==> src/rtl/hazard_ctrl.sv <==
// Pipeline control for the 5-stage MIPS core: hazard detection, per-register
// control codes, mult/div occupancy countdown and a saturating stall counter.
module hazard_ctrl #(
    parameter int MD_CYCLES = 32,
    parameter int CNT_W     = 16
) (
    input  logic             clk,
    input  logic             rst,
    input  logic             mem_wait,
    input  logic             ex_branch_taken,
    input  logic             id_jump,
    input  logic             ex_memread,
    input  logic [4:0]       ex_rt,
    input  logic [4:0]       id_rs,
    input  logic [4:0]       id_rt,
    input  logic             id_uses_rt,
    input  logic             id_md_start,
    input  logic             id_md_read,
    output logic [1:0]       sig_pc,
    output logic [1:0]       sig_ifid,
    output logic [1:0]       sig_idex,
    output logic [1:0]       sig_exmem,
    output logic [1:0]       sig_memwb,
    output logic             md_busy,
    output logic             md_done,
    output logic [CNT_W-1:0] stall_cnt
);

    localparam logic [1:0] CTL_FLUSH = 2'd0;
    localparam logic [1:0] CTL_LOAD  = 2'd1;
    localparam logic [1:0] CTL_HOLD  = 2'd2;

    localparam int              MD_W    = 8;
    localparam logic [MD_W-1:0] MD_LOAD = MD_W'(MD_CYCLES);
    localparam logic [MD_W-1:0] MD_ONE  = MD_W'(1);
    localparam logic [CNT_W-1:0] CNT_MAX = '1;
    localparam logic [CNT_W-1:0] CNT_ONE = CNT_W'(1);

    typedef enum logic [2:0] {
        SEL_WAIT,
        SEL_BRANCH,
        SEL_STALL,
        SEL_JUMP,
        SEL_RUN
    } sel_t;

    logic [MD_W-1:0]  md_cnt_q, md_cnt_d;
    logic             md_done_q, md_done_d;
    logic [CNT_W-1:0] stall_cnt_q, stall_cnt_d;

    logic lu;
    logic mdh;
    logic stall;
    logic md_accept;
    sel_t sel;

    logic [1:0] pc_c, ifid_c, idex_c, exmem_c, memwb_c;

    assign md_busy = (md_cnt_q != '0);

    always_comb begin
        lu    = ex_memread && (ex_rt != 5'd0) &&
                ((ex_rt == id_rs) || (id_uses_rt && (ex_rt == id_rt)));
        mdh   = md_busy && (id_md_start || id_md_read);
        stall = lu || mdh;
    end

    always_comb begin
        sel = SEL_RUN;
        if (mem_wait) begin
            sel = SEL_WAIT;
        end else if (ex_branch_taken) begin
            sel = SEL_BRANCH;
        end else if (stall) begin
            sel = SEL_STALL;
        end else if (id_jump) begin
            sel = SEL_JUMP;
        end
    end

    always_comb begin
        pc_c    = CTL_LOAD;
        ifid_c  = CTL_LOAD;
        idex_c  = CTL_LOAD;
        exmem_c = CTL_LOAD;
        memwb_c = CTL_LOAD;
        unique case (sel)
            SEL_WAIT: begin
                pc_c    = CTL_HOLD;
                ifid_c  = CTL_HOLD;
                idex_c  = CTL_HOLD;
                exmem_c = CTL_HOLD;
                memwb_c = CTL_HOLD;
            end
            SEL_BRANCH: begin
                ifid_c = CTL_FLUSH;
                idex_c = CTL_FLUSH;
            end
            SEL_STALL: begin
                pc_c   = CTL_HOLD;
                ifid_c = CTL_HOLD;
                idex_c = CTL_FLUSH;
            end
            SEL_JUMP: begin
                ifid_c = CTL_FLUSH;
            end
            default: begin
            end
        endcase
    end

    // Every control code reads as flush while reset is held, independent of the clock.
    always_comb begin
        sig_pc    = rst ? pc_c    : CTL_FLUSH;
        sig_ifid  = rst ? ifid_c  : CTL_FLUSH;
        sig_idex  = rst ? idex_c  : CTL_FLUSH;
        sig_exmem = rst ? exmem_c : CTL_FLUSH;
        sig_memwb = rst ? memwb_c : CTL_FLUSH;
    end

    // Busy already forces a stall on any mult/div, so acceptance only happens when idle.
    assign md_accept = id_md_start && !mem_wait && !ex_branch_taken && !stall;

    always_comb begin
        md_cnt_d = md_cnt_q;
        if (md_accept) begin
            md_cnt_d = MD_LOAD;
        end else if (md_cnt_q != '0) begin
            md_cnt_d = md_cnt_q - MD_ONE;
        end
    end

    always_comb begin
        md_done_d = (md_cnt_q == MD_ONE);
    end

    always_comb begin
        stall_cnt_d = stall_cnt_q;
        if ((sel == SEL_STALL) && (stall_cnt_q != CNT_MAX)) begin
            stall_cnt_d = stall_cnt_q + CNT_ONE;
        end
    end

    always_ff @(negedge clk or negedge rst) begin
        if (!rst) begin
            md_cnt_q    <= '0;
            md_done_q   <= 1'b0;
            stall_cnt_q <= '0;
        end else begin
            md_cnt_q    <= md_cnt_d;
            md_done_q   <= md_done_d;
            stall_cnt_q <= stall_cnt_d;
        end
    end

    assign md_done   = md_done_q;
    assign stall_cnt = stall_cnt_q;

endmodule

==> config.mk <==
export PLATFORM = sky130hd
export DESIGN_NAME = hazard_ctrl
export DESIGN_NICKNAME = d
export VERILOG_FILES = /design/src/rtl/hazard_ctrl.sv
export SDC_FILE = /design/constraint.sdc
export NUM_CORES = 1
export LEC_CHECK = 0
export CAP_MARGIN = 5
export CORE_MARGIN = 1
export CORE_UTILIZATION = 48
export DETAILED_ROUTE_END_ITERATION = 8
export PLACE_DENSITY_LB_ADDON = 0.12
export SKIP_LAST_GASP = 1
export SLEW_MARGIN = 15
export SYNTH_ARGS = -nofsm -noshare
export SYNTH_HDL_FRONTEND = slang
export SYNTH_SLANG_ARGS = --single-unit
==> constraint.sdc <==
create_clock -name clk -period 5.92 [get_ports clk]
set_clock_uncertainty 0.05 [all_clocks]
set_input_delay 0.888 -clock clk [delete_from_list [all_inputs] [get_ports clk]]
set_output_delay 0.888 -clock clk [all_outputs]
set_load 0.05 [all_outputs]
==> impl_metrics.env, run 1 <==
export IMPL_clockRootBuffer="clkbuf_4"
export IMPL_cts_max_level=1
export IMPL_num_io_pins=52
export IMPL_rows=19
export IMPL_grt_pass1_vias=1253
export IMPL_drt_wl_total_mm=3.25
export IMPL_die_w_um=57.7
export IMPL_rsz0062_at_grt="yes"
export IMPL_drc=8
export IMPL_ys_seq_area_share_pct=42.1
export IMPL_cp_buffers_inverters=2
export IMPL_drt_iter0_markers=42
export IMPL_cts_made_buffers=3
export IMPL_clk_insertion_delay_late_ns=0.31
export IMPL_worst_ep_arrival_time_ns=4.86
export IMPL_die_area_mm2=0.00332
export IMPL_ir_drop_mv=0.304
export IMPL_synth_area_per_cell_um2=9.98
export IMPL_die_h_um=57.7
export IMPL_drive_above_1_share_pct=16.6
export IMPL_clkTransAtPathRegs_ns=0.08
export IMPL_hp_class="reg2reg"
export IMPL_final_hold_violation_count=0
export IMPL_syn_area_mm2=0.00149
export IMPL_path_cells="inv_1, ha_1, nor2b_1, a31o_2, a21oi_2, o21a_1, buf_12"
export IMPL_gp_congestion=0.788
export IMPL_cts_tree="built"
export IMPL_synthCells=149
export IMPL_finalSetupViolCount=0
export IMPL_whs_ns=0.395
export IMPL_power_density_mw_per_mm2=322
export IMPL_crit_required_ns=4.98
export IMPL_pre_cts_slack_ns=-0.0326
export IMPL_run_status="finished, violations left"
export IMPL_maxCapViolCount=0
export IMPL_syn_num_nets=177
export IMPL_viasPerCell=5.34
export IMPL_cts_max_path_buffers=2
export IMPL_critPathMaxFanout=4
export IMPL_nets=240
export IMPL_ys_seq_elements=25
export IMPL_tightest_slew_ns=0.516
export IMPL_critPathCaptureType="output port"
export IMPL_synth_area_leader_cell="dfrtn_1"
export IMPL_fin_ws_ns=0.121
export IMPL_synth_distinct_cells=39
export IMPL_num_vias=1292
export IMPL_grt_overflow_total=0
export IMPL_clock_sinks=25
export IMPL_grt_start_max_net_pins=31
export IMPL_nFillCells=197
export IMPL_portBuffers=51
export IMPL_hpwl_mm=2.44
export IMPL_ant_nets=0
export IMPL_first_pass_iters=6
export IMPL_max_stage_delay_ns=0.45
export IMPL_synth_area_leaders="dfrtn_1 42%, xnor2_1 8.8%, xor2_1 8.8%"
export IMPL_crit_family="compound AO/OA/AOI/OAI gates"
export IMPL_antennaDiodeCount=0
export IMPL_antenna_found_initial=0
export IMPL_slew_headroom_pct=65.5
export IMPL_violations="DRC"
export IMPL_grt_usage_pct=20.8
export IMPL_slowest_stage="dfrtn_1"
export IMPL_design_core_area_mm2=0.00285
export IMPL_area_growth_synth_to_final_pct=46.1
export IMPL_startpoint_type="register"
export IMPL_ctsHoldBuffers=0
export IMPL_power_leakage_nw=0.935
export IMPL_final_util_pct=76.1
export IMPL_yosys_warnings=0
export IMPL_start_util_pct=52.1
export IMPL_critical_path_class="reg2out"
export IMPL_drv_slew=0
export IMPL_post_drt_wl_per_cell_um=13.4
export IMPL_grt_pass1_wl_mm=5.34
export IMPL_synth_top_area_share_pct=42.1
## synthesized netlist by cell type (all sizes together)
library cell / number
dfrtn: 25
xnor2: 15
xor2: 15
nand2: 12
nor2: 11
nor3: 9
nand3: 8
nor4: 8
inv: 6
nand4: 5
buf: 4
ha: 4
nor2b: 3
a211oi: 2
nand2b: 2
o21a: 2
o21ai: 2
or2: 2
or4: 2
a21oi: 1
a31o: 1
and2: 1
and3: 1
and4: 1
mux2: 1
mux2i: 1
nand3b: 1
nor4b: 1
o221ai: 1
o22ai: 1
or3: 1
## state kept, by name (all words and copies together), names as in the netlist
signal and cells:
md_done 1, stall_cnt 16, md_cnt_q 8
## timing repair
action | 4_1_cts | 5_1_grt
gates resized for setup | 1 | 2
setup buffers | 0 | 2
setup endpoints to repair | 2 | 6
pin swaps | 0 | 1
## area by class of cell
cell class | count | area [um2] | share of cell area (%)
clock buffer | 4 | 26.3 | 1.21
inverter | 6 | 22.5 | 1.04
multi-input combinational | 114 | 818 | 37.7
sequential | 25 | 626 | 28.8
tap | 31 | 38.8 | 1.79
timing repair buffer | 62 | 641 | 29.5
## metrics by stage
stage                     total power [mW]  TNS, ns  cells  cell area, um2
final                                0.700        0    242            2170
after global routing                 0.744  -0.0393    242            2170
after CTS                            0.695        0    240            2150
after detailed placement             0.616  -0.0689    236            2120
after global placement               0.606  -0.0415    236            2120
after floorplan                      0.498        0    149            1490
## layout by cell type, fill, tap and decap left out, types with 2 or more instances in the layout
cell,instances
nand2_1,11
nor4_1,7
nand3_1,8
clkbuf_4,3
buf_4,12
xor2_1,15
or2_2,2
nand4_1,5
clkdlybuf4s50_1,45
nor3_1,3
inv_1,6
nor3_2,6
nor2_1,10
dfrtn_1,25
ha_1,4
nand2b_1,2
buf_12,5
xnor2_1,15
nor2b_1,3
o21a_1,2
## kinds of logic (layout without fill, tap and decap cells)
kind of cell    Yosys count  count (layout)  synth area share (%)
mux                       2               2                  1.43
flops                    25              25                  42.1
simple gates             68              68                  26.7
compound gates           10              10                  4.97
fa+ha+maj                 4               4                  3.37
xor+xnor                 30              30                  17.7
buf+inv                  10              72                  3.79
## power breakdown
part           switching (mW)  leakage (nW)  internal, mW
Combinational           0.191         0.611         0.143
Sequential             0.0655         0.309         0.227
Clock                  0.0473        0.0150        0.0264
Total                   0.304         0.935         0.396
## path summary, 6_finish.rpt
check	to	slack, ns	cells past startpoint	from
worst min register to register	md_cnt_q[6]$_DFFE_NN0P_	0.40	1	md_cnt_q[6]$_DFFE_NN0P_
min in group asynchronous	md_cnt_q[5]$_DFFE_NN0P_	3.75	2	rst
worst max register to register	stall_cnt[11]$_DFFE_NN0P_	3.66	8	md_cnt_q[1]$_DFFE_NN0P_
worst min-delay path	md_cnt_q[6]$_DFFE_NN0P_	0.40	1	md_cnt_q[6]$_DFFE_NN0P_
max in group asynchronous	md_cnt_q[7]$_DFFE_NN0P_	1.78	2	rst
worst max-delay path	sig_pc[1]	0.12	7	md_cnt_q[1]$_DFFE_NN0P_
## worst reg2reg max path, cell delays in order, from the launching register on
cell,delay (ns)
dfrtn_1,0.45
inv_1,0.08
ha_1,0.18
nor2b_1,0.15
a31o_2,0.24
a211oi_2,0.27
nand2_2,0.21
nor4_1,0.36
xor2_1,0.11
## metal layers
layer | GRT usage, % | routed length [um]
met1 | 27.9 | 1490
met2 | 34.6 | 1470
met3 | 2.68 | 249
met4 | 8.16 | 35
met5 | 0 | 0
Note: power is estimated with default switching activity, not from simulation.
==> inputs of run 2 (changes only) <==
--- a/config.mk
+++ b/config.mk
@@ -7,7 +7,8 @@
 export LEC_CHECK = 0
 export CAP_MARGIN = 5
 export CORE_MARGIN = 1
-export CORE_UTILIZATION = 48
+export CORE_UTILIZATION = 50
+export CTS_BUF_LIST = sky130_fd_sc_hd__clkbuf_4 sky130_fd_sc_hd__clkbuf_8
 export DETAILED_ROUTE_END_ITERATION = 8
 export PLACE_DENSITY_LB_ADDON = 0.12
 export SKIP_LAST_GASP = 1
==> impl_metrics.env, run 2 (synthesized netlist as in run 1, its figures left out) <==
export IMPL_run_status="completed"
export IMPL_slowest_stage="dfrtn_1"
export IMPL_num_io_pins=52
export IMPL_hp_class="reg2reg"
export IMPL_clk_insertion_delay_late_ns=0.31
export IMPL_die_area_mm2=0.00320
export IMPL_grt_pass1_vias=1317
export IMPL_finalSetupViolCount=0
export IMPL_drive_above_1_share_pct=16.8
export IMPL_cts_made_buffers=3
export IMPL_hpwl_mm=2.77
export IMPL_startpoint_type="register"
export IMPL_antennaDiodeCount=0
export IMPL_reg2regPathDepth=10
export IMPL_final_cell_area_mm2=0.00217
export IMPL_mostFrequentLayoutCell="clkdlybuf4s50_1"
export IMPL_whs_ns=0.398
export IMPL_grt_overflow_total=0
export IMPL_grt_start_max_net_pins=31
export IMPL_layout_common_cells="45 x clkdlybuf4s50_1, 25 x dfrtn_1, 15 x xnor2_1, 15 x xor2_1, 11 x nand2_1"
export IMPL_crit_required_ns=4.98
export IMPL_gp_congestion=0.809
export IMPL_place_inst=231
export IMPL_cts_max_level=1
export IMPL_final_hold_violation_count=0
export IMPL_die_w_um=56.5
export IMPL_drt_wl_total_mm=3.66
export IMPL_final_util_pct=78.0
export IMPL_tightest_slew_ns=0.509
export IMPL_first_pass_iters=4
export IMPL_multi_input_area_um2=823
export IMPL_clkTransAtPathRegs_ns=0.10
export IMPL_critical_path_class="reg2out"
export IMPL_postPlaceCellArea_mm2=0.00210
export IMPL_critPathCaptureType="output port"
export IMPL_grt_usage_pct=23.2
export IMPL_slew_headroom_pct=65.9
export IMPL_worst_ep_arrival_time_ns=4.93
export IMPL_cts_tree="built"
export IMPL_start_util_pct=53.4
export IMPL_design_core_area_mm2=0.00278
export IMPL_clock_sinks=25
export IMPL_portBuffers=51
export IMPL_drt_iter0_markers=18
export IMPL_ir_drop_mv=0.382
export IMPL_ant_nets=0
export IMPL_critPathMaxFanout=4
export IMPL_holdPathStages=1
export IMPL_area_growth_synth_to_final_pct=45.9
export IMPL_num_vias=1328
export IMPL_cts_max_path_buffers=2
export IMPL_post_drt_wl_per_cell_um=15.3
export IMPL_power_density_mw_per_mm2=333
export IMPL_power_leakage_nw=0.928
export IMPL_clockRootBuffer="clkbuf_4"
export IMPL_largest_reg_flops=16
export IMPL_seqCellArea_um2=626
export IMPL_rows=19
export IMPL_viasPerCell=5.56
export IMPL_antenna_found_initial=0
export IMPL_max_stage_delay_ns=0.49
export IMPL_drc=0
export IMPL_drv_slew=0
export IMPL_die_h_um=56.5
export IMPL_finalNonFillerCells=239
export IMPL_maxCapViolCount=0
export IMPL_path_cells="inv_2, ha_2, nor2b_2, a31o_1, a21oi_2, o21a_1, buf_12"
export IMPL_nets=237
export IMPL_grt_pass1_wl_mm=5.93
export IMPL_nFillCells=191
[run 2: worst max-delay path, delay by kind of cell (launching register included)]
kind	cells	cell delay [ns]
simple gates	1	0.15
compound gates	3	0.64
flops	1	0.49
buf+inv	2	0.20
fa+ha+maj	1	0.18
[run 2: area by class of cell]
| type | instances | area share, % |
|---|---|---|
| multi-input combinational | 114 | 38.0 |
| inverter | 6 | 1.04 |
| clock inverter | 1 | 0.231 |
| tap | 31 | 1.79 |
| timing repair buffer | 59 | 29.1 |
| sequential | 25 | 28.9 |
| clock buffer | 3 | 1.04 |
[run 2: stage by stage]
step | power (mW) | setup TNS (ns) | setup slack (ns)
final | 0.721 | 0 | 0.0494
after CTS | 0.702 | 0 | 0.0348
after floorplan | 0.498 | 0 | 0.291
after global routing | 0.758 | -0.0407 | -0.0232
after global placement | 0.607 | 0 | 0.0278
after detailed placement | 0.624 | -0.0670 | -0.0554
[run 2: worst paths after layout]
check / from / end / slack, ns
setup / recovery: md_cnt_q[0]$_DFFE_NN0P_ / sig_ifid[1] / 0.05
hold / removal: stall_cnt[15]$_DFFE_NN0P_ / stall_cnt[15]$_DFFE_NN0P_ / 0.40
setup reg to reg: md_cnt_q[0]$_DFFE_NN0P_ / stall_cnt[7]$_DFFE_NN0P_ / 3.38
hold reg to reg: stall_cnt[15]$_DFFE_NN0P_ / stall_cnt[15]$_DFFE_NN0P_ / 0.40
max in group asynchronous: rst / stall_cnt[12]$_DFFE_NN0P_ / 1.78
min in group asynchronous: rst / md_done$_DFF_NN0_ / 3.73
[run 2: routing by layer]
layer	track usage (%)	vias to the layer above	wire [um]
li1	-	633	-
met1	27.5	631	1430
met2	43.9	51	1960
met3	3.00	13	149
met4	5.57	0	121
met5	0	-	0
[run 2: power by group]
part | internal, mW | switching (mW)
registers | 0.227 | 0.0688
logic | 0.150 | 0.199
clock network | 0.0253 | 0.0510
[run 2: what timing repair did]
| action | in CTS | in global routing |
|---|---|---|
| resized for setup | 1 | 4 |
| buffers inserted | 0 | 4 |
| setup endpoints to repair | 2 | 4 |
| hold buffers | 0 | 0 |
| pin swaps | 0 | 3 |
==> inputs of run 3 (changes only) <==
--- a/config.mk
+++ b/config.mk
@@ -11,6 +11,7 @@
 export CTS_BUF_LIST = sky130_fd_sc_hd__clkbuf_4 sky130_fd_sc_hd__clkbuf_8
 export DETAILED_ROUTE_END_ITERATION = 8
 export PLACE_DENSITY_LB_ADDON = 0.12
+export SETUP_SLACK_MARGIN = 0.15
 export SKIP_LAST_GASP = 1
 export SLEW_MARGIN = 15
 export SYNTH_ARGS = -nofsm -noshare
==> impl_metrics.env, run 3 (synthesized netlist as in run 1, its figures left out) <==
export IMPL_power_density_mw_per_mm2=337
export IMPL_area_growth_synth_to_final_pct=50.3
export IMPL_cts_max_level=1
export IMPL_critPathCaptureType="output port"
export IMPL_ant_nets=0
export IMPL_grt_usage_pct=24.5
export IMPL_mostFrequentLayoutCell="clkdlybuf4s50_1"
export IMPL_cp_buffers_inverters=2
export IMPL_first_pass_iters=4
export IMPL_antennaDiodeCount=0
export IMPL_path_cells="inv_2, ha_4, nor2b_4, a31o_1, a21oi_2, o21a_1, buf_12"
export IMPL_r2r_slack_ns=3.53
export IMPL_grt_pass1_vias=1388
export IMPL_final_cell_area_mm2=0.00223
export IMPL_post_drt_wl_per_cell_um=15.9
export IMPL_pre_cts_slack_ns=-0.0554
export IMPL_slowest_stage="dfrtn_1"
export IMPL_run_status="completed"
export IMPL_critPathMaxFanout=3
export IMPL_rsz0062_at_grt="yes"
export IMPL_place_inst=231
export IMPL_clk_insertion_delay_late_ns=0.31
export IMPL_layout_common_cells="45 x clkdlybuf4s50_1, 25 x dfrtn_1, 15 x xnor2_1, 15 x xor2_1, 11 x nand2_1"
export IMPL_drt_iter0_markers=30
export IMPL_grt_overflow_total=0
export IMPL_clkTransAtPathRegs_ns=0.10
export IMPL_crit_required_ns=4.98
export IMPL_viasPerCell=5.64
export IMPL_nets=239
export IMPL_portBuffers=51
export IMPL_clock_sinks=25
export IMPL_critical_path_class="reg2out"
export IMPL_power_leakage_nw=0.947
export IMPL_antenna_found_initial=0
export IMPL_ir_drop_mv=0.392
export IMPL_postPlaceCellArea_mm2=0.00210
export IMPL_clockRootBuffer="clkbuf_4"
export IMPL_worst_ep_arrival_time_ns=4.83
export IMPL_cts_max_path_buffers=2
export IMPL_hpwl_mm=2.77
export IMPL_slew_headroom_pct=65.9
export IMPL_die_h_um=56.5
export IMPL_largest_reg_flops=16
export IMPL_fin_ws_ns=0.152
export IMPL_finalNonFillerCells=241
export IMPL_drc=0
export IMPL_max_stage_delay_ns=0.46
export IMPL_drt_wl_total_mm=3.82
export IMPL_num_io_pins=52
export IMPL_critPathLaunch="md_cnt_q[1]$_DFFE_NN0P_"
export IMPL_final_util_pct=80.3
export IMPL_cts_made_buffers=3
export IMPL_hold_start="stall_cnt[15]$_DFFE_NN0P_"
export IMPL_num_vias=1360
export IMPL_tightest_slew_ns=0.510
export IMPL_die_area_mm2=0.00320
export IMPL_hp_class="reg2reg"
export IMPL_cts_tree="built"
export IMPL_gp_congestion=0.809
export IMPL_grt_pass1_wl_mm=6.23
export IMPL_drive_above_1_share_pct=20.5
export IMPL_die_w_um=56.5
export IMPL_final_hold_violation_count=0
export IMPL_crit_family="compound AO/OA/AOI/OAI gates"
export IMPL_rows=19
export IMPL_finalSetupViolCount=0
export IMPL_design_core_area_mm2=0.00278
export IMPL_startpoint_type="register"
export IMPL_r2r_start="md_cnt_q[1]$_DFFE_NN0P_"
export IMPL_start_util_pct=53.4
export IMPL_drv_slew=0
export IMPL_grt_start_max_net_pins=31
export IMPL_maxCapViolCount=0
run 3: changes by cell type in the layout (fill, tap and decap cells not counted), sizes merged:
cell and delta:
buf +2
run 3: area by class of cell:
type / instances / area (um2)
multi-input combinational: 114 / 875
timing repair buffer: 61 / 646
sequential: 25 / 626
fill: 179 / 547
tap: 31 / 38.8
clock buffer: 3 / 22.5
inverter: 6 / 22.5
clock inverter: 1 / 5.00
run 3: path summary, 6_finish.rpt:
path,to,depth (start not counted)
min in group asynchronous,md_done$_DFF_NN0_,2
setup reg to reg,stall_cnt[15]$_DFFE_NN0P_,10
hold / removal,stall_cnt[15]$_DFFE_NN0P_,1
hold reg to reg,stall_cnt[15]$_DFFE_NN0P_,1
setup / recovery,sig_ifid[1],7
max in group asynchronous,stall_cnt[1]$_DFFE_NN0P_,2
run 3: per-stage QoR:
| step | hold slack (ns) | setup TNS [ns] | power, mW |
|---|---|---|---|
| global route | 0.419 | 0 | 0.792 |
| global placement | 0.392 | 0 | 0.607 |
| finish | 0.395 | 0 | 0.753 |
| detailed placement | 0.398 | -0.0670 | 0.624 |
| CTS | 0.401 | 0 | 0.733 |
| floorplan | 0.363 | 0 | 0.498 |
run 3: layer usage:
layer	global-route usage, %	routed length, um
met2	46.6	2040
met3	3.00	145
met1	27.8	1540
met4	8.71	92
met5	0	0
run 3: timing repair:
item | in CTS | in global routing
pin swaps | 3 | 4
buffers inserted | 4 | 2
gates resized for setup | 7 | 7
hold buffers | 0 | 0
setup endpoints to repair | 5 | 10
run 3: worst register-to-register path, delay by kind of cell (launching register included):
kind / cells / cell delay (ns)
flip-flops: 1 / 0.46
buffers and inverters: 3 / 0.41
XOR/XNOR: 1 / 0.10
adder cells (fa/ha/maj): 1 / 0.16
AND/OR/NAND/NOR: 3 / 0.56
AO/OA/AOI/OAI: 2 / 0.48
run 3: where the power goes:
part,switching [mW],internal [mW],total [mW]
Clock,0.0519,0.0253,0.0771
Combinational,0.212,0.166,0.378
Sequential,0.0713,0.227,0.298
==> edit 1, RTL diff (flow settings as in run 2) <==
Change the parameter `CNT_W` from 16 to 32.
--- a/src/rtl/hazard_ctrl.sv
+++ b/src/rtl/hazard_ctrl.sv
@@ -3,5 +3,5 @@
 module hazard_ctrl #(
     parameter int MD_CYCLES = 32,
-    parameter int CNT_W     = 16
+    parameter int CNT_W     = 32
 ) (
     input  logic             clk,
Interface: changed (resized stall_cnt); port bits go from 52 to 68. No check against the original RTL was run, so the function may have changed too.
==> edit 1 against run 2 <==
The flow now finishes with violations (setup timing); register-to-register slack better by 220 ps; utilization is 0.29 points lower; sequential cell count up 16; total power increased by 35%; cell area up 56%; synthesized cell count rose by 48%; area after synthesis up 52%; setup slack got worse by 210 ps; non-clock buffer count rose by 30; routed wire length rose by 50%.
==> edit 1: results (changes against run 2) <==
Logic synthesis
  – Synth top area cells: dfrtn_1 45%, xor2_1 9.7%, xnor2_1 8.5%, nor3_1 3.8%, nand2_1 3.1% (was dfrtn_1 42%, xnor2_1 8.8%, xor2_1 8.8%, ha_1 3.4%, nor4_1 2.9%)
  – Ys Warns: 0 (unchanged)
  – Synth Net Count: 249 (was 177)
  – Synth cell count leaders: 41 x dfrtn_1, 25 x xor2_1, 22 x xnor2_1, 19 x nand2_1, 17 x nor3_1 (was 25 x dfrtn_1, 15 x xnor2_1, 15 x xor2_1, 11 x nand2_1, 10 x nor2_1)
  – Async set or reset register ratio after synthesis: 1.000 (unchanged)
  – Netlist cell types: 34 (was 39)
  – Sequential share of the synthesized area: 0.4530 (was 0.4209)

CTS
  – Clock Latency Late Sink: 290 ps (was 310 ps)
  – H-tree depth: 2 (was 1)
  – Num CTS Buffers: 5 (was 3)
  – Clk slew on worst S/H paths: 50 ps (was 100 ps)
  – Clock root cell: clkbuf_8 (was clkbuf_4)
  – Clk buf depth: 2 (unchanged)

Global route
  – Initial antenna violation count: 0 (unchanged)
  – First-pass GRT wire length: 9252 um (was 5934 um)
  – Number of global-route vias before repair: 1,976 (was 1,317)
  – Gr usage total: 0.2414 (was 0.2321)
  – Largest net degree at the start of global routing: 26 (was 31)

Layout
  – Share of cells above drive strength 1: 0.2013 (was 0.1683)
  – Antenna Cells: 0 (unchanged)
  – # nets final: 340 (was 237)
  – Max FFs per register: 32 (was 16)

Drt
  – Iter 0 DRT Violations: 57 (was 18)
  – Final wirelength: 5477 um (was 3657 um)
  – Drt pass-1 iters: 6 (was 4)
  – Vias per cell: 5.419 (was 5.556)

STA
  – Final setup violation count: 5 (was 0)
  – Slew margin rel.: 0.6578 (was 0.6594)
  – Setup TNS: -665.4 ps (was 0 ps)
  – Setup WS post-layout: -162.7 ps (was 49.37 ps)

Status
  – Run status: finished with violations (was completed)
  – Failing checks: setup timing

Place
  – Detailed Place HPWL: 3953 um (was 2769 um)
  – Post-Place Worst Slack: -68.90 ps (was -55.38 ps)
  – RePlAce Congestion: 0.8275 (was 0.8094)
  – Post-Place Cell Area: 0.003104 mm^2 (was 0.002097 mm^2)
  – PortBufs: 67 (was 51)

Power
  – P_int: 0.6202 mW (was 0.4020 mW)
  – Leakage: 1.469 nW (was 0.9276 nW)
  – Worst-case vdd ir drop: 0.2798 mV (was 0.3822 mV)

Setup path
  – Worst path max stage delay: 470 ps (was 490 ps)
  – Largest delay contributor family on the critical path: simple AND/OR/NAND/NOR gates (was compound AO/OA/AOI/OAI gates)
  – Worst-path fanout max: 3 (was 4)
  – Crit-path slowest cell: or4b_4 (was dfrtn_1)

Die
  – Die ar.: 0.004802 mm^2 (was 0.003195 mm^2)
  – Starting Density: 0.5201 (was 0.5344)

Hold path
  – HP Class: reg2reg (unchanged)
## edit 1: final timing paths
path	startpoint	to	slack, ps	cells past startpoint
min in group asynchronous	rst	stall_cnt[26]$_DFFE_NN0P_	3330	1
hold reg to reg	md_cnt_q[4]$_DFFE_NN0P_	md_cnt_q[4]$_DFFE_NN0P_	380	1
setup / recovery	md_cnt_q[0]$_DFFE_NN0P_	sig_ifid[1]	-160	10
setup reg to reg	md_cnt_q[0]$_DFFE_NN0P_	stall_cnt[29]$_DFFE_NN0P_	3600	11
hold / removal	md_cnt_q[4]$_DFFE_NN0P_	md_cnt_q[4]$_DFFE_NN0P_	380	1
max in group asynchronous	rst	stall_cnt[2]$_DFFE_NN0P_	1770	2
## edit 1: what timing repair did
item                                    4_1_cts  5_1_grt
setup buffers                                 8        0
hold buffers                                  0        0
gates resized for setup                      16        9
endpoints found under the setup margin        5       22
pin swaps                                     4        4
endpoints found under the hold margin         0        0
## edit 1: cell type report
type | count | area, um^2
fillers | 283 | 972.2
well taps | 52 | 65.06
flip-flops and latches | 41 | 1026
inverters | 9 | 33.78
clock buffers | 7 | 96.34
repair buffers | 89 | 897.1
clock inverters | 1 | 8.758
multi-input cells | 166 | 1255
## edit 1: worst reg2reg max path, cell delays in order, from the launching register on
cell	delay [ps]
dfrtn_1	420
inv_2	60
ha_4	140
or4b_4	210
o22ai_4	80
buf_6	130
a21boi_4	190
buf_4	160
nand3_4	110
buf_4	200
nor4_2	290
xor2_1	110
## edit 1: per-stage QoR
step                      power [mW]  std cells
after floorplan               0.5878        221
after detailed placement      0.7235        349
after global routing           1.026        365
after global placement        0.7195        349
final                         0.9739        365
after CTS                     0.9673        365
## edit 1: routing by layer
| metal | share of wire | GRT usage | vias up | wire length (um) |
|---|---|---|---|---|
| li1 | - | - | 953 | - |
| met1 | 0.44 | 0.3010 | 969 | 2423 |
| met2 | 0.51 | 0.4218 | 52 | 2808 |
| met3 | 0.037 | 0.05087 | 4 | 202 |
| met4 | 0.0077 | 0.06803 | 0 | 42 |
| met5 | 0 | 0 | - | 0 |
## edit 1: cells by family (layout without fill, tap and decap cells)
| kind of cell | Yosys count | after routing | share of synthesized area |
|---|---|---|---|
| compound gates | 9 | 9 | 0.03702 |
| xor+xnor | 47 | 47 | 0.1818 |
| fa+ha+maj | 4 | 4 | 0.02210 |
| buf+inv | 14 | 106 | 0.03812 |
| flops | 41 | 41 | 0.4530 |
| mux | 1 | 1 | 0.004972 |
| simple gates | 105 | 105 | 0.2630 |
## edit 1: power groups by stage
stage,clock network (mW),logic [mW],registers [mW]
floorplan,0,0.143,0.445
detailed placement,0,0.338,0.386
CTS,0.210,0.375,0.383
global route,0.222,0.413,0.391
global placement,0,0.335,0.384
finish,0.206,0.385,0.383
==> edit 2, RTL diff (flow settings as in run 2) <==
Made on the original files. Make the reset (`rst`) synchronous in one clocked block.
--- a/src/rtl/hazard_ctrl.sv
+++ b/src/rtl/hazard_ctrl.sv
@@ -142,5 +142,5 @@
     end
 
-    always_ff @(negedge clk or negedge rst) begin
+    always_ff @(negedge clk) begin
         if (!rst) begin
             md_cnt_q    <= '0;
Behaviour: differs if rst is asserted again (counterexample within 4 cycles, from zero or initial values and one cycle with rst low); with rst held inactive, the same outputs for 10 cycles.
==> edit 2 against run 2 <==
The run now ends with DRC, setup timing left; sequential cell count stayed put; area after synthesis rose by 1.8%; sequential power shrank 25%; setup slack worse by 160 ps; routed wire length up 11%; total power increased by 0.14%; cell area is 6.5% higher; global-route usage increased by 2.6 points; largest power group unchanged; highest routed layer unchanged.
==> edit 2: results (changes against run 2) <==
Status
  – Run status: finished with violations (was completed)
  – Failing checks: DRC, setup timing

Global route
  – Met1 Use GR: 0.2692 (was 0.2746)
  – Gr usage total: 0.2577 (was 0.2321)

Place
  – Detailed Place HPWL: 2899 um (was 2769 um)
  – Post-Place Worst Slack: -135.4 ps (was -55.38 ps)
  – Placed cell count: 259 (was 231)
  – Post-Place Cell Area: 0.002101 mm^2 (was 0.002097 mm^2)

STA
  – Setup WS post-layout: -109.7 ps (was 49.37 ps)
  – Final setup violation count: 5 (was 0)
  – Post-Route Hold Slack: 470.5 ps (was 398.2 ps)
  – Slew @ Worst Pin: 578.7 ps (was 509.2 ps)

Logic synthesis
  – Synth Net Count: 205 (was 177)
  – Synth top area cells: dfxtp_1 33%, xnor2_1 11%, nor2_1 5.7%, a21oi_1 3.6%, nand2_1 3.5% (was dfrtn_1 42%, xnor2_1 8.8%, xor2_1 8.8%, ha_1 3.4%, nor4_1 2.9%)
  – Synth cell count leaders: 25 x dfxtp_1, 23 x nor2_1, 19 x xnor2_1, 14 x nand2_1, 11 x a21oi_1 (was 25 x dfrtn_1, 15 x xnor2_1, 15 x xor2_1, 11 x nand2_1, 10 x nor2_1)
  – Top FF cell, synth: dfxtp_1 (was dfrtn_1)
  – Netlist cell types: 42 (was 39)
  – Sequential share of the synthesized area: 0.3309 (was 0.4209)

Setup path
  – Worst-path fanout max: 3 (was 4)
  – Crit-path slowest cell: nor4_4 (was dfrtn_1)
  – Worst setup path endpoint: sig_idex[0] (was sig_ifid[1])
  – Worst setup path startpoint: md_cnt_q[3]$_SDFFE_NP0P_ (was md_cnt_q[0]$_DFFE_NN0P_)
  – Reg2reg setup slack: 3750 ps (was 3380 ps)

CTS
  – PostCTS Resize Cnt: 16 (was 1)
  – Clock Latency Late Sink: 390 ps (was 310 ps)
  – Clk slew on worst S/H paths: 40 ps (was 100 ps)

Drt
  – Drt pass-1 iters: 6 (was 4)
  – DRC errors left: 8 (was 0)
  – Iter 0 DRT Violations: 63 (was 18)

Power
  – Worst-case vdd ir drop: 0.1831 mV (was 0.3822 mV)
  – P_int: 0.4091 mW (was 0.4020 mW)
  – P_comb: 0.356 mW (was 0.349 mW)

Hold path
  – Hold Path Depth: 2 (was 1)
edit 2: worst reg2reg max path: cells and delay by family, from the launching register on:
kind / cells / cell delay, ps
AND/OR/NAND/NOR: 2 / 570
flip-flops: 1 / 340
adder cells (fa/ha/maj): 1 / 220
AO/OA/AOI/OAI: 3 / 390
buffers and inverters: 4 / 500
edit 2: metal layers:
metal	vias up	wire [um]
li1	783	-
met1	748	1623
met2	53	2170
met3	4	208
met4	0	38
met5	-	0
edit 2: final cells by class:
cell class	instances	area, um^2
multi-input cells	136	965.9
repair buffers	64	649.4
flip-flops and latches	25	508.0
fillers	180	496.7
clock inverters	26	97.59
well taps	31	38.79
inverters	7	26.28
clock buffers	3	22.52
edit 2: kinds of logic (layout without fill, tap and decap cells):
kind of cell,count (synthesis),after routing,synth area share
and+or+nand+nor,83,83,0.3251
muxes,1,1,0.006617
adders and majority gates,4,4,0.03309
buffers and inverters,16,100,0.05459
xor gates and xnor gates,22,22,0.1274
DFF,25,25,0.3309
AOI/OAI and AO/OA,26,26,0.1224
